===== config.mk =====
export PLATFORM = sky130hd
export DESIGN_NAME = th_fadd_flat
export DESIGN_NICKNAME = d
export VERILOG_FILES = /design/src/rtl/ncl_pkg.sv /design/src/rtl/th_fadd_if.sv /design/src/rtl/th_fadd_th_gate.sv /design/src/rtl/th_fadd.sv /design/src/flat_wrapper.sv
export SDC_FILE = /design/constraint.sdc
export NUM_CORES = 1
export LEC_CHECK = 0
export CORE_MARGIN = 2
export CORE_UTILIZATION = 30
export DETAILED_ROUTE_END_ITERATION = 6
export PLACE_DENSITY = 0.52
export SLEW_MARGIN = 20
export SYNTH_ARGS = -nofsm -noshare
export SYNTH_HDL_FRONTEND = slang
export SYNTH_HIERARCHICAL = 1
export SYNTH_SLANG_ARGS = --single-unit

===== constraint.sdc =====
create_clock -name clk -period 3.3 [get_ports clk]
set_input_delay 0.66 -clock clk [delete_from_list [all_inputs] [get_ports clk]]
set_output_delay 0.66 -clock clk [all_outputs]
set_load 0.03 [all_outputs]

===== src/rtl/ncl_pkg.sv =====
// Shared dual-rail NULL Convention Logic types, constants and helpers.
// Latency: n/a (types and functions only).
// Backpressure: n/a.
// Contents: dual-rail pair type, NULL/DATA0/DATA1 encodings, illegal-pair test.
package ncl_pkg;

   // One dual-rail bit, packed as {r1,r0}.
   typedef struct packed {
      logic r1;
      logic r0;
   } dr_t;

   localparam dr_t NCL_NULL = 2'b00;
   localparam dr_t NCL_D0   = 2'b01;
   localparam dr_t NCL_D1   = 2'b10;

   // Both rails high is not a valid wavefront.
   function automatic logic is_illegal(input dr_t x);
      return x.r1 & x.r0;
   endfunction

endpackage


===== src/rtl/th_fadd_if.sv =====
// Dual-rail bus of the NCL full adder: three input pairs plus sum/carry pairs and status.
// Latency: n/a (wires only).
// Backpressure: none; NCL completion (done) replaces a ready signal.
// Ports: a0/a1, b0/b1, ci0/ci1 (operands), s0/s1, co0/co1 (results), done, err.
interface th_fadd_if;

   logic a0;
   logic a1;
   logic b0;
   logic b1;
   logic ci0;
   logic ci1;
   logic s0;
   logic s1;
   logic co0;
   logic co1;
   logic done;
   logic err;

   // Adder side: consumes operands, produces results.
   modport slave (
      input  a0, a1, b0, b1, ci0, ci1,
      output s0, s1, co0, co1, done, err
   );

   // Producer/observer side.
   modport master (
      output a0, a1, b0, b1, ci0, ci1,
      input  s0, s1, co0, co1, done, err
   );

endinterface


===== src/rtl/th_fadd_th_gate.sv =====
// Generic registered threshold gate with hysteresis: sets when the weighted input sum reaches THRESH.
// Latency: 1 clk from input change to q_q; q_d is the same-cycle next state.
// Backpressure: none; the gate holds its state until the set or clear condition is met.
// Ports: clk, rst_n, in_vec (gate inputs), clr (return-to-NULL condition), q_d (next state), q_q (state).
module th_gate #(
   parameter int          N       = 3,
   parameter int          THRESH  = 2,
   // 4-bit weight per input, input i at WEIGHTS[4*i +: 4].
   parameter logic [4*N-1:0] WEIGHTS = {N{4'd1}}
) (
   input  logic         clk,
   input  logic         rst_n,
   input  logic [N-1:0] in_vec,
   input  logic         clr,
   output logic         q_d,
   output logic         q_q
);

   logic [7:0] acc;

   always_comb begin
      acc = 8'd0;
      for (int i = 0; i < N; i++) begin
         if (in_vec[i]) begin
            acc = acc + {4'd0, WEIGHTS[4*i +: 4]};
         end
      end
      // Set wins over clear; otherwise the gate holds (hysteresis).
      q_d = q_q;
      if (acc >= 8'(THRESH)) begin
         q_d = 1'b1;
      end else if (clr) begin
         q_d = 1'b0;
      end
   end

   always_ff @(posedge clk or negedge rst_n) begin
      if (!rst_n) begin
         q_q <= 1'b0;
      end else begin
         q_q <= q_d;
      end
   end

endmodule


===== src/rtl/th_fadd.sv =====
// Dual-rail NCL full adder built from TH23 carry gates and TH34w2 sum gates, all registered.
// Latency: 1 clk from input wavefront to output wavefront; done/err registered alongside.
// Backpressure: none; done flags a complete DATA result, outputs return to NULL after an all-NULL input.
// Ports: clk, rst_n (async active-low), bus (th_fadd_if.slave: a/b/ci pairs in; s/co pairs, done, err out).
module th_fadd
   import ncl_pkg::*;
(
   input  logic         clk,
   input  logic         rst_n,
   th_fadd_if.slave     bus
);

   dr_t  a;
   dr_t  b;
   dr_t  ci;
   dr_t  s_d;
   dr_t  co_d;
   logic allnull;
   logic co0_d, co1_d, co0_q, co1_q;
   logic s0_d, s1_d, s0_q, s1_q;
   logic done_d, done_q;
   logic err_d, err_q;

   assign a  = {bus.a1, bus.a0};
   assign b  = {bus.b1, bus.b0};
   assign ci = {bus.ci1, bus.ci0};

   assign allnull = ~(|{a, b, ci});

   // Carry: 2-of-3 on each rail; early completion falls out of the threshold.
   th_gate #(.N(3), .THRESH(2), .WEIGHTS({4'd1, 4'd1, 4'd1})) u_co1 (
      .clk(clk), .rst_n(rst_n), .in_vec({a.r1, b.r1, ci.r1}),
      .clr(allnull), .q_d(co1_d), .q_q(co1_q)
   );

   th_gate #(.N(3), .THRESH(2), .WEIGHTS({4'd1, 4'd1, 4'd1})) u_co0 (
      .clk(clk), .rst_n(rst_n), .in_vec({a.r0, b.r0, ci.r0}),
      .clr(allnull), .q_d(co0_d), .q_q(co0_q)
   );

   // Sum: opposite carry counts double, so one agreeing input plus the
   // opposite carry (or all three inputs) reaches 3. Using the next carry
   // state keeps sum and carry landing on the same clock.
   th_gate #(.N(4), .THRESH(3), .WEIGHTS({4'd2, 4'd1, 4'd1, 4'd1})) u_s1 (
      .clk(clk), .rst_n(rst_n), .in_vec({co0_d, a.r1, b.r1, ci.r1}),
      .clr(allnull & ~co0_d), .q_d(s1_d), .q_q(s1_q)
   );

   th_gate #(.N(4), .THRESH(3), .WEIGHTS({4'd2, 4'd1, 4'd1, 4'd1})) u_s0 (
      .clk(clk), .rst_n(rst_n), .in_vec({co1_d, a.r0, b.r0, ci.r0}),
      .clr(allnull & ~co1_d), .q_d(s0_d), .q_q(s0_q)
   );

   always_comb begin
      s_d    = {s1_d, s0_d};
      co_d   = {co1_d, co0_d};
      done_d = (s_d != NCL_NULL) & (co_d != NCL_NULL);
      err_d  = is_illegal(a) | is_illegal(b) | is_illegal(ci);
   end

   always_ff @(posedge clk or negedge rst_n) begin
      if (!rst_n) begin
         done_q <= 1'b0;
         err_q  <= 1'b0;
      end else begin
         done_q <= done_d;
         err_q  <= err_d;
      end
   end

   assign bus.s0   = s0_q;
   assign bus.s1   = s1_q;
   assign bus.co0  = co0_q;
   assign bus.co1  = co1_q;
   assign bus.done = done_q;
   assign bus.err  = err_q;

endmodule


===== src/flat_wrapper.sv =====
// flat-port wrapper written by rule: the top's interface ports become plain ports
module th_fadd_flat import ncl_pkg::*;
  (clk, rst_n, bus_a0, bus_a1, bus_b0, bus_b1, bus_ci0, bus_ci1, bus_s0, bus_s1, bus_co0, bus_co1, bus_done, bus_err);
  th_fadd_if bus_i ();
  input  logic clk;
  input  logic rst_n;
  input wire logic [$bits(bus_i.a0)-1:0] bus_a0;
  input wire logic [$bits(bus_i.a1)-1:0] bus_a1;
  input wire logic [$bits(bus_i.b0)-1:0] bus_b0;
  input wire logic [$bits(bus_i.b1)-1:0] bus_b1;
  input wire logic [$bits(bus_i.ci0)-1:0] bus_ci0;
  input wire logic [$bits(bus_i.ci1)-1:0] bus_ci1;
  output wire logic [$bits(bus_i.s0)-1:0] bus_s0;
  output wire logic [$bits(bus_i.s1)-1:0] bus_s1;
  output wire logic [$bits(bus_i.co0)-1:0] bus_co0;
  output wire logic [$bits(bus_i.co1)-1:0] bus_co1;
  output wire logic [$bits(bus_i.done)-1:0] bus_done;
  output wire logic [$bits(bus_i.err)-1:0] bus_err;
  assign bus_i.a0 = bus_a0;
  assign bus_i.a1 = bus_a1;
  assign bus_i.b0 = bus_b0;
  assign bus_i.b1 = bus_b1;
  assign bus_i.ci0 = bus_ci0;
  assign bus_i.ci1 = bus_ci1;
  assign bus_s0 = bus_i.s0;
  assign bus_s1 = bus_i.s1;
  assign bus_co0 = bus_i.co0;
  assign bus_co1 = bus_i.co1;
  assign bus_done = bus_i.done;
  assign bus_err = bus_i.err;
  th_fadd u_core (.clk(clk), .rst_n(rst_n), .bus(bus_i));
endmodule

======== Yosys cells after proc, flatten, opt, wreduce, memory -nomap -nowiden ========
Cells that the tools add are included.
cells by class
  bitwise operators ....................... 11
  multiplexer cells ....................... 16
  add/subtract/negate cells ............... 6
  reductions and logical operators ........ 3
  magnitude comparators ................... 4
operator list
  operator                                                                number
  8-bit two-way mux                                                       6
  8-bit by 2-bit >= comparator with 1-bit output (second input constant)  4
  8-bit by 1-bit adder with 8-bit output (second input constant)          2
  8-bit by 2-bit adder with 8-bit output (second input constant)          2
  1-bit two-way mux                                                       10
  1-bit bitwise AND                                                       6
  6-bit OR reduction                                                      1
  1-bit by 1-bit adder with 2-bit output (second input constant)          2
  2-bit nonzero test                                                      2
  1-bit NOT                                                               3
  1-bit bitwise OR                                                        2
storage, ports and cells
  output and inout port bits .............. 6
  bits in registers ....................... 6

======== Longest topological paths before layout ========
  depth after elaboration ................. 13
  depth in mapped cells ................... 9
  gate-level depth less buffers ........... 9

======== Modules after synthesis ========
The synthesis kept the hierarchy.
by module, submodules not included
  module                       cells each  times used  sequential area each (sq um)  area each (sq um)
  th_gate at u_core.u_s0 ...   18          2           25.0                          161.4
  th_gate at u_core.u_co0 ...  9           2           25.0                          83.8
  th_fadd                      9           1           50.0                          101.3

======== Worst setup path after synthesis ========
OpenSTA, ideal clock, no wires.
  path kind ............................... input to register
  start point ............................. input bus_ci1
  end point ............................... register u_core.done_q, in the netlist u_core/bus.done
  path slack .............................. 0.683 ns
  arrival time ............................ 2.496 ns
  stages on the path ...................... 7
  buffers on the path ..................... 0
  setup time .............................. 0.121 ns
  cells stage by stage .................... or4_4 > nor3_1 > nor2b_1 > a221o_1 > or2_2 > a221o_1 > o22a_1
on the way
  elaborated cells on any way between the ends .. 28
  those cells by class .................... add/sub: 3; order compare: 3; mux: 13; bitwise: 6; reduce/logical: 3
RTL lines
  item                    RTL line               RTL
  start: declaration      flat_wrapper.sv:12     input wire logic [$bits(bus_i.ci1)-1:0] bus_ci1;
  6-bit OR reduction      th_fadd.sv:28          assign allnull = ~(|{a, b, ci});
  1-bit NOT               th_fadd.sv:28
  via u_core.allnull      th_fadd.sv:18          logic allnull;
  1-bit bitwise AND       th_fadd.sv:46          .clr(allnull & ~co0_d), .q_d(s1_d), .q_q(s1_q)
  1-bit two-way mux       th_fadd_th_gate.sv:32  end else if (clr) begin
  1-bit two-way mux       th_fadd_th_gate.sv:30  if (acc >= 8'(THRESH)) begin
  via u_core.s1_d         th_fadd.sv:20          logic s0_d, s1_d, s0_q, s1_q;
  2-bit nonzero test      th_fadd.sv:57          done_d = (s_d != NCL_NULL) & (co_d != NCL_NULL);
  1-bit bitwise AND       th_fadd.sv:57
  via u_core.done_d       th_fadd.sv:21          logic done_d, done_q;
  end signal: assignment  th_fadd.sv:66          done_q <= done_d;
  end: declaration        th_fadd.sv:21
The timed path passes the listed nets, and every way through them passes these cells.

======== Final worst setup path ========
Same ends and word-level chain as after synthesis.

==> results.json <==
{
  "gp_congestion": 0.698,
  "io_pins": 14,
  "critPathMaxFanout": 4,
  "drt_iter0_drc": 10,
  "synth-seq-cells": 6,
  "grt_pass1_vias": 522,
  "dieArea_um2": 2340,
  "synth_top_area_share": 0.254,
  "ant_nets": 0,
  "ff2ff_setup_slack_ps": 1440,
  "io_buffers": 13,
  "vias": 516,
  "via_per_inst": 4.53,
  "power_density_nw_per_um2": 241,
  "cp-end-kind": "flop",
  "post-route-period-util": 0.916,
  "drive_above_1_share": 0.161,
  "slew_violations": 0,
  "grtUsageTotal": 0.126,
  "die_w_um": 48.4,
  "grt_pass1_wl_um": 2320,
  "min_path_type": "in2async",
  "post_synth.cell_area_avg_um2": 9.39,
  "ys_top_cells_by_area": "dfrtp_1 (25%), ha_1 (21%), nor2b_1 (8.5%)",
  "dp_hpwl_um": 1050,
  "antenna_found_initial": 0,
  "final_cell_mix": "clkdlybuf4s50_1 (13), inv_1 (13), ha_1 (10), buf_4 (8), nor2b_1 (8)",
  "max_freq_ghz": 0.331,
  "grt_max_degree": 9,
  "leakage_nw": 0.389,
  "setup_viol": 0,
  "cts_tree": "built",
  "grt_overflow": 0,
  "start_util": 0.311,
  "clkSinkCount": 6,
  "fill_cells": 198,
  "required_ps": 3420,
  "die_y_um": 48.4,
  "path_clk_slew_ps": 50,
  "cts_setup_buffers": 0,
  "final_cell_area_um2": 838,
  "utilization": 0.441,
  "timing.hold.ws_ps": 651,
  "maxCapViolations": 0,
  "relSlewSlack": 0.778,
  "yosysWarnings": 6,
  "yosysTopAreaCell": "dfrtp_1",
  "synth_nets": 83,
  "irDropWorstVdd_v": 0.0000951,
  "avgRoutedWirePerCell_um": 11.4,
  "syn_area_um2": 592,
  "rr_startpoint": "u_core/u_co0/q_q",
  "setup_slack_ps": 277,
  "period_needed_ps": 3020,
  "area_growth_pct": 41.6,
  "status": "finished, final reports clean",
  "drt_wl_total_um": 1290,
  "hold_buffers": 0,
  "setup_tns_ps": 0,
  "arrival_ps": 3150,
  "place_area_um2": 816,
  "antenna_cells": 0,
  "cts_inserted_buffers": 3,
  "cts_repair_resize_count": 0,
  "cts_root_buffer": "clkbuf_4",
  "drt_pre_antenna_iters": 4,
  "critPathLaunchType": "input pin",
  "r2r-end": "u_core/bus.done",
  "synth.distinct_cells": 18,
  "rsz0062_at_grt": "no",
  "crit_type": "in2reg",
  "clk_latency_ps": 240,
  "worst_slew_pin_slew_ps": 333,
  "seq_area_frac_synth": 0.254,
  "hold_viol_final": 0,
  "dp_worst_setup_slack_ps": 52.1,
  "layout.nets": 109,
  "clockBufferDepth": 2,
  "skew_ps": 2.98,
  "synth_cells": 63,
  "htreeDepth": 1,
  "rows": 16,
  "drc": 0,
  "ff2ff_path_depth": 6,
  "core-area_um2": 1900
}
[cell type report]
| cell class | instances | area [um^2] | area share |
|---|---|---|---|
| well taps | 27 | 33.8 | 0.0403 |
| clock buffers | 3 | 22.5 | 0.0269 |
| multi-input cells | 44 | 393 | 0.469 |
| flip-flops and latches | 6 | 150 | 0.179 |
| repair buffers | 21 | 190 | 0.227 |
| inverters | 13 | 48.8 | 0.0582 |
[worst max-delay path by stage]
stage | startpoint | to | slack (ps)
final | bus_ci1 | u_core/bus.done | 280
after global routing | bus_ci1 | u_core/bus.done | 180
after CTS | bus_ci1 | u_core/bus.done | 290
after detailed placement | bus_ci1 | u_core/bus.done | 50
after global placement | bus_ci1 | u_core/bus.done | 30
after floorplan | bus_ci1 | u_core/bus.done | 680
[layer usage]
metal / vias to the layer above / wire, um / GRT usage
met1: 232 / 607 / 0.172
met4: 0 / 0 / 0.0714
li1: 266 / - / -
met3: 0 / 87 / 0.0185
met5: - / 0 / 0
met2: 18 / 599 / 0.192
[report_power, final]
group	switching [mW]	internal (mW)
registers	0.000477	0.0752
clock network	0.0265	0.0411
logic	0.0293	0.0292
total	0.0562	0.146
[per-stage QoR]
| step | instances | total power [mW] |
|---|---|---|
| 2_1_floorplan | 63 | 0.106 |
| 3_3_place_gp | 111 | 0.136 |
| 3_5_place_dp | 111 | 0.136 |
| 4_1_cts | 114 | 0.204 |
| 5_1_grt | 114 | 0.217 |
| 6_report | 114 | 0.202 |
[kinds of logic after synthesis]
logic type | after synthesis | share of synthesized area
AO/OA/AOI/OAI | 8 | 0.125
adder cells (fa/ha/maj) | 12 | 0.279
buffers and inverters | 13 | 0.0825
flip-flops | 6 | 0.254
AND/OR/NAND/NOR | 24 | 0.260
[synth_stat cells, drive strengths merged]
cell	n
inv	13
ha	10
nor2b	8
dfrtp	6
a221o	4
or2	4
and3	2
and3b	2
fa	2
nand2b	2
nor2	2
nor4	2
o31ai	2
a222oi	1
nor3	1
o22a	1
or4	1
[registers in the layout, summed over array words and instances, names as in the netlist]
| signal | flops |
|---|---|
| u_core/bus.done | 1 |
| u_core/bus.err | 1 |
| u_core/u_co0/q_q | 1 |
| u_core/u_co1/q_q | 1 |
| u_core/u_s0/q_q | 1 |
| u_core/u_s1/q_q | 1 |
[worst max-delay path, stage by stage]
cell,delay [ps]
clkdlybuf4s50_1,430
or4_4,540
nor3_1,210
nor2b_1,90
a221o_1,330
nor4_1,310
nor2b_1,80
a221o_1,300
o22a_1,190
Power figures use the tool's default switching activity.
